--- config.mk ---
export PLATFORM = sky130hd
export DESIGN_NAME = handshake_rr_arbiter
export DESIGN_NICKNAME = d
export VERILOG_FILES = /design/src/rtl/handshake_rr_arbiter.sv
export SDC_FILE = /design/constraint.sdc
export NUM_CORES = 1
export LEC_CHECK = 0
export BUFFER_PORTS_ARGS = -buffer_cell sky130_fd_sc_hd__buf_4
export CAP_MARGIN = 20
export CORE_ASPECT_RATIO = 1.2
export CORE_UTILIZATION = 47
export DETAILED_ROUTE_END_ITERATION = 12
export PLACE_DENSITY = 0.95
export SYNTH_ARGS = -nofsm -noshare
export SYNTH_HDL_FRONTEND = slang
export SYNTH_SLANG_ARGS = --single-unit
--- constraint.sdc ---
create_clock -name clk -period 5.57 [get_ports clk]
set_input_delay 1.114 -clock clk [delete_from_list [all_inputs] [get_ports clk]]
set_output_delay 1.114 -clock clk [all_outputs]
set_load 0.02 [all_outputs]
--- src/rtl/handshake_rr_arbiter.sv ---
// Round-robin, packet-locked arbiter that feeds N valid/ready masters into one
// registered full-throughput output stage and tags each beat with its source index.
module handshake_rr_arbiter #(
  parameter int unsigned NUM_REQ = 4,
  parameter int unsigned DATA_W  = 32,
  parameter int unsigned ID_W    = 2
) (
  input  logic                      clk,
  input  logic                      rst,
  input  logic [NUM_REQ-1:0]        req_valid,
  input  logic [NUM_REQ*DATA_W-1:0] req_data,
  input  logic [NUM_REQ-1:0]        req_last,
  output logic [NUM_REQ-1:0]        req_ready,
  output logic                      out_valid,
  output logic [DATA_W-1:0]         out_data,
  output logic [ID_W-1:0]           out_id,
  output logic                      out_last,
  input  logic                      out_ready
);

  typedef enum logic {
    IDLE   = 1'b0,
    LOCKED = 1'b1
  } state_e;

  state_e            state_q, state_d;
  logic [ID_W-1:0]   lock_id_q, lock_id_d;
  logic [ID_W-1:0]   rr_ptr_q, rr_ptr_d;
  logic              out_valid_q, out_valid_d;
  logic [DATA_W-1:0] out_data_q, out_data_d;
  logic [ID_W-1:0]   out_id_q, out_id_d;
  logic              out_last_q, out_last_d;

  logic [DATA_W-1:0] data_arr [NUM_REQ];
  logic              stage_ready;
  logic              grant_en;
  logic [ID_W-1:0]   grant_id;
  logic              xfer;

  always_comb begin
    for (int unsigned i = 0; i < NUM_REQ; i++) begin
      data_arr[i] = req_data[i*DATA_W +: DATA_W];
    end
  end

  // Grant selection: the lock owner while mid-packet, otherwise the first valid
  // requester at or after rr_ptr. Ready is masked during reset.
  always_comb begin : arb
    int unsigned     idx;
    logic [ID_W-1:0] cand;
    idx         = 0;
    cand        = '0;
    stage_ready = out_ready | ~out_valid_q;
    grant_en    = 1'b0;
    grant_id    = '0;
    if (state_q == LOCKED) begin
      grant_en = 1'b1;
      grant_id = lock_id_q;
    end else begin
      for (int unsigned k = 0; k < NUM_REQ; k++) begin
        idx = 32'(rr_ptr_q) + k;
        if (idx >= NUM_REQ) idx = idx - NUM_REQ;
        cand = ID_W'(idx);
        if (!grant_en && req_valid[cand]) begin
          grant_en = 1'b1;
          grant_id = cand;
        end
      end
    end
    req_ready = '0;
    if (grant_en && !rst) req_ready[grant_id] = stage_ready;
    xfer = req_valid[grant_id] & req_ready[grant_id];
  end

  always_comb begin
    state_d     = state_q;
    lock_id_d   = lock_id_q;
    rr_ptr_d    = rr_ptr_q;
    out_valid_d = out_valid_q;
    out_data_d  = out_data_q;
    out_id_d    = out_id_q;
    out_last_d  = out_last_q;
    if (xfer) begin
      out_valid_d = 1'b1;
      out_data_d  = data_arr[grant_id];
      out_id_d    = grant_id;
      out_last_d  = req_last[grant_id];
      if (req_last[grant_id]) begin
        state_d  = IDLE;
        rr_ptr_d = (grant_id == ID_W'(NUM_REQ - 1)) ? '0 : grant_id + ID_W'(1);
      end else begin
        state_d   = LOCKED;
        lock_id_d = grant_id;
      end
    end else if (out_valid_q && out_ready) begin
      out_valid_d = 1'b0;
    end
  end

  always_ff @(posedge clk) begin
    if (rst) begin
      state_q     <= IDLE;
      lock_id_q   <= '0;
      rr_ptr_q    <= '0;
      out_valid_q <= 1'b0;
      out_data_q  <= '0;
      out_id_q    <= '0;
      out_last_q  <= 1'b0;
    end else begin
      state_q     <= state_d;
      lock_id_q   <= lock_id_d;
      rr_ptr_q    <= rr_ptr_d;
      out_valid_q <= out_valid_d;
      out_data_q  <= out_data_d;
      out_id_q    <= out_id_d;
      out_last_q  <= out_last_d;
    end
  end

  assign out_valid = out_valid_q;
  assign out_data  = out_data_q;
  assign out_id    = out_id_q;
  assign out_last  = out_last_q;

endmodule

* After elaboration in Yosys (flattened, before gate mapping)
Cells that the tools add are included.
Storage, ports and cells: flip-flop bits (word level) 41, output and inout port bits 40, word-level logic and storage cells 91
Cells by class: add/sub/neg operators 8, $lt $le $gt $ge 11, equality and inequality tests 1, mux-type cells 45, bitwise operators 6, reductions and logical operators 13
Operators by type and width (count):
- binary-select mux 32 bit (select 2 bit) | 1
- 2-to-1 mux 32 bit | 2
- 2-to-1 mux 2 bit | 14
- 2-to-1 mux 1 bit | 19
- < comparator 2 x 3 -> 1 bit, second input constant | 5
- binary-select mux 1 bit (select 2 bit) | 7
- >= comparator 3 bit, second input constant | 4
- subtractor 2 x 1 -> 2 bit, second input constant | 4
- adder 2 x 2 -> 3 bit, second input constant | 2
- logical AND 1 bit | 6
- bitwise AND 4 bit | 1
- logical NOT 1 bit | 4
- 2-to-1 mux 4 bit | 1
- AND reduction 2 bit | 2
- adder 2 x 1 -> 3 bit, second input constant | 1
- >= comparator 2 x 3 -> 1 bit, second input constant | 1
- inverter 2 -> 3 bit | 1
- adder 2 x 1 -> 2 bit, second input constant | 1
- demux 1 bit (select 2 bit) | 1
- == test 2 bit, second input constant | 1
- >= comparator 2 x 1 -> 1 bit, second input constant | 1
- inverter 1 bit | 2
- nonzero test 2 bit | 1
- bitwise AND 1 bit | 1
- OR 1 bit | 1

* Longest topological paths before layout
depth after elaboration 29, depth in mapped cells 16, mapped depth without buffers 9

* Worst setup path before layout
Ideal clock, no wire load.
kind input to output, start point in req_valid[1], end point out req_ready[3], data arrival time 2.930 ns, required time 4.456 ns, setup slack 1.526 ns, cell stages on the path 10, buffers on the path 4, path through buf_4 -> nand2b_1 -> o221ai_2 -> o21a_1 -> clkbuf_2 -> clkbuf_1 -> clkbuf_1 -> inv_1 -> ha_1 -> and2_1
On the way: word-level cells in the longest chain between the ends 22, elaborated cells between the ends (all ways) 35, those cells by class 2 x order compare; 24 x mux; 1 x bitwise; 8 x reduce/logical
Ends and longest elaborated chain:
- from (decl) | line 10 | input logic [NUM_REQ-1:0] req_valid,
- binary-select mux 1 bit (select 2 bit) | line 64 | if (!grant_en && req_valid[cand]) begin
- 2-to-1 mux 1 bit (not written as such) | line 64
- 2-to-1 mux 1 bit | line 64
- 2-to-1 mux 1 bit | line 56 | if (state_q == LOCKED) begin
- logical NOT 1 bit | line 64
- logical AND 1 bit | line 64
- 2-to-1 mux 1 bit | line 64
- 2-to-1 mux 1 bit | line 56
- [... 6 more ...]
- 2-to-1 mux 2 bit | line 64
- 2-to-1 mux 2 bit | line 56
- < comparator 2 x 3 -> 1 bit (not written as such) / >= comparator 2 x 1 -> 1 bit (equally long branches) | line 71 | if (grant_en && !rst) req_ready[grant_id] = stage_ready;
- logical AND 1 bit (not written as such) | line 71
- 2-to-1 mux 1 bit (not written as such) | line 71
- demux 1 bit (select 2 bit) | line 71
- bitwise AND 4 bit (no line)
- 2-to-1 mux 4 bit (*) | line 71
- to (decl) | line 13 | output logic [NUM_REQ-1:0] req_ready,
Every way passes the cells marked *; elsewhere a longest branch is shown, timed or not. The select of a mux whose other input is x is not followed.

* Worst setup path in the final report
start point in req_valid[0], end point out req_ready[1]
Same word-level chain as after synthesis.

==> flow_summary.ini <==
[status]
status = finished, final reports clean

[synthesis]
yosysWarnings = 0
netlist_area_sq_um = 2940
syn_nets = 492
ys_types = 45
synth.yosys.seq_area_share_pct = 27.9
avgSynthCellArea_sq_um = 8.36
ys_seq_elements = 41
synthFlopType = dfxtp_1
postSynthCellCount = 352
synth-edff-count = 0
async_flop_share_pct = 0

[worst_setup_path]
slowest_stage = buf_4
crit_type = primary input to output port
worst_ep_required_time_ns = 4.46
rrSetupSlack_ns = 2.23
path_cells = buf_4 > nor2b_1 > o31ai_4 > buf_4 > nand2_2 > clkinv_2 > buf_4 > nor3_1 > buf_4
crit_top_cell = buf_4
cp_top_family = buffers and inverters
crit_buf_inv = 5
worst_setup_path_end_kind = output port
slowest_delay_ns = 0.48
reg2reg_depth = 11
timing.rr.end = out_data[8]$_SDFFE_PP0P_
r2r_start = state_q$_SDFFE_PP0P_
critPathMaxFanout = 35
worstPathArrival_ns = 3.14
critPathLaunchType = primary input

[sta]
slew_headroom_pct = 47.8
fin_crit_sh_pct = 76.4
finalCriticalPeriod_ns = 4.25
worstMarginPinSlew_ns = 0.780
rsz0062_at_grt = false
drv_slew = 0
skew_ns = 0.00818
fin_tns_setup_ns = 0
clock.fmax_mhz = 235
finalSetupViolCount = 0
hold_violations = 0
whs_ns = 0.469

[place]
hpwlAfterDp_um = 7020
placed_area_sq_um = 4230
io_buffers = 178
place.gp.congestion = 0.896

[finish]
regArea_sq_um = 821
final_common_cell = buf_4
post-route-util_pct = 71.6
diodes = 0
mostFrequentLayoutCells = buf_4, dfxtp_1, mux2i_1, a21oi_1, nand3_1
nets = 640
fillers = 493
design_area_sq_um = 4330
syn2layout_area_growth_pct = 47.2
multiInputGateArea_sq_um = 1910
final_layout_size_suffix_gt1_share_pct = 40.1

[global_routing]
grtUsageMet3_pct = 4.67
grt_remaining_overflow = 0
grt_usage_pct = 27.7
antenna_found_initial = 0
first_global_vias = 3247
grt_util_met2_pct = 51.7
grt_pass1_wl_um = 14200
grtUsageMet1_pct = 29.1
grt_max_degree = 70
busiest_layer = met2

[drt]
drt-initial-drc-count = 137
antenna_left = 0
dr.pass1.iters = 4
routed-via-count = 3483
wire_per_inst_um = 16.6
drc = 0
vias_per_cell = 5.97
wirelength_um = 9700

[flow_run]
drv_cap = 0

[floorplanning]
row_count = 31
core_area_sq_um = 6050
start_util_pct = 48.6
ios = 179
die_h_um = 88.7
die_w_um = 74.2
die_area_sq_um = 6580

[cts]
clock_sinks = 41
ctsHoldBuffers = 0
clk_latency_ns = 0.29
path_clk_slew_ns = 0.07
cts_tree = built
htreeDepth = 2
ctsLongestPathBuffers = 2
cts_root_buffer = clkbuf_8
post_cts_resized = 0
cts-buffers-inserted = 5
cts_setup_buffers = 0

[power]
p_sw_w = 0.000455
combPwrFrac_pct = 51.9
p_total_w = 0.00116
p_int_w = 0.000703
pwr_density_cell_nw_per_um2 = 267
swShare_pct = 39.3
leakagePower_nw = 1.98
peakVddDrop_v = 0.000210
clock_power_share_pct = 16.1
p_seq_share_pct = 31.9

[worst_hold_path]
hp-start = out_data[29]$_SDFFE_PP0P_
min_path_cells = 2
min_path_type = register to register
hold_end = out_data[29]$_SDFFE_PP0P_
registers in the layout (all words and copies together) (netlist names):
register and cells:
out_data 32, out_last 1, rr_ptr_q 2, state_q 1, out_valid 1, out_id 2
lock_id_q 2
power groups by stage:
stage / clock, W / sequential [W] / combinational (W)
after detailed placement: 0 / 0.000376 / 0.000597
after floorplan: 0 / 0.000414 / 0.000349
after global placement: 0 / 0.000373 / 0.000576
final: 0.000187 / 0.000370 / 0.000601
after global routing: 0.000202 / 0.000375 / 0.000650
after CTS: 0.000191 / 0.000369 / 0.000597
synth_stat cells, drive strengths merged (2+ instances only):
master | instances | area, sq um
o221ai | 2 | 23.8
o21ai | 4 | 20.0
nand2b | 3 | 18.8
a211oi | 33 | 248
nor3 | 4 | 20.0
a21oi | 36 | 180
nor2 | 9 | 33.8
buf | 17 | 113
o211a | 2 | 20.0
mux2i | 36 | 360
nor2b | 3 | 18.8
a21boi | 4 | 33.8
inv | 2 | 7.51
o21a | 2 | 15.0
and3 | 35 | 219
nand3 | 36 | 180
and2 | 2 | 12.5
a221o | 32 | 320
dfxtp | 41 | 821
clkbuf | 27 | 110
nand2 | 6 | 25.0
routing by layer:
layer	vias to the layer above	routed length, um
li1	1668	-
met2	161	5400
met3	32	556
met4	0	325
met1	1622	3420
met5	-	0
cell type report:
cell class | instances | area share, %
clock buffers | 8 | 1.85
well taps | 82 | 2.37
inverters | 3 | 0.289
repair buffers | 185 | 32.4
multi-input cells | 264 | 44.2
flip-flops and latches | 41 | 18.9
worst max path at each step:
| stage | startpoint | end | slack [ns] | cells past startpoint |
|---|---|---|---|---|
| after global routing | req_valid[0] | req_ready[0] | 1.12 | 9 |
| after global placement | req_valid[0] | req_ready[1] | 1.40 | 9 |
| after CTS | req_valid[0] | req_ready[1] | 1.32 | 9 |
| after floorplan | req_valid[1] | req_ready[3] | 1.53 | 10 |
| final | req_valid[0] | req_ready[1] | 1.32 | 9 |
| after detailed placement | req_valid[0] | out_data[14]$_SDFFE_PP0P_ | 1.29 | 11 |
cells by family (layout without fill, tap and decap cells):
family	Yosys count	after routing	synth area share, %
AO/OA/AOI/OAI	125	125	32.4
AND/OR/NAND/NOR	101	101	18.7
buffers and inverters	47	196	7.99
flip-flops	41	41	27.9
multiplexers	37	37	12.6
adder cells (fa/ha/maj)	1	1	0.425
per-stage QoR:
stage                     cells  setup slack (ns)
after CTS                   582              1.32
after global placement      574              1.40
after global routing        583              1.12
after detailed placement    574              1.29
final                       583              1.32
after floorplan             352              1.53
worst reg2reg max path: cells and delay by family (launching register included):
kind            cells  cell delay (ns)
buf+inv             3             0.60
flops               1             0.55
fa+ha+maj           1             0.18
compound gates      4             0.87
mux                 1             0.40
simple gates        2             0.61
No activity file was read; power rests on OpenSTA's default activity.
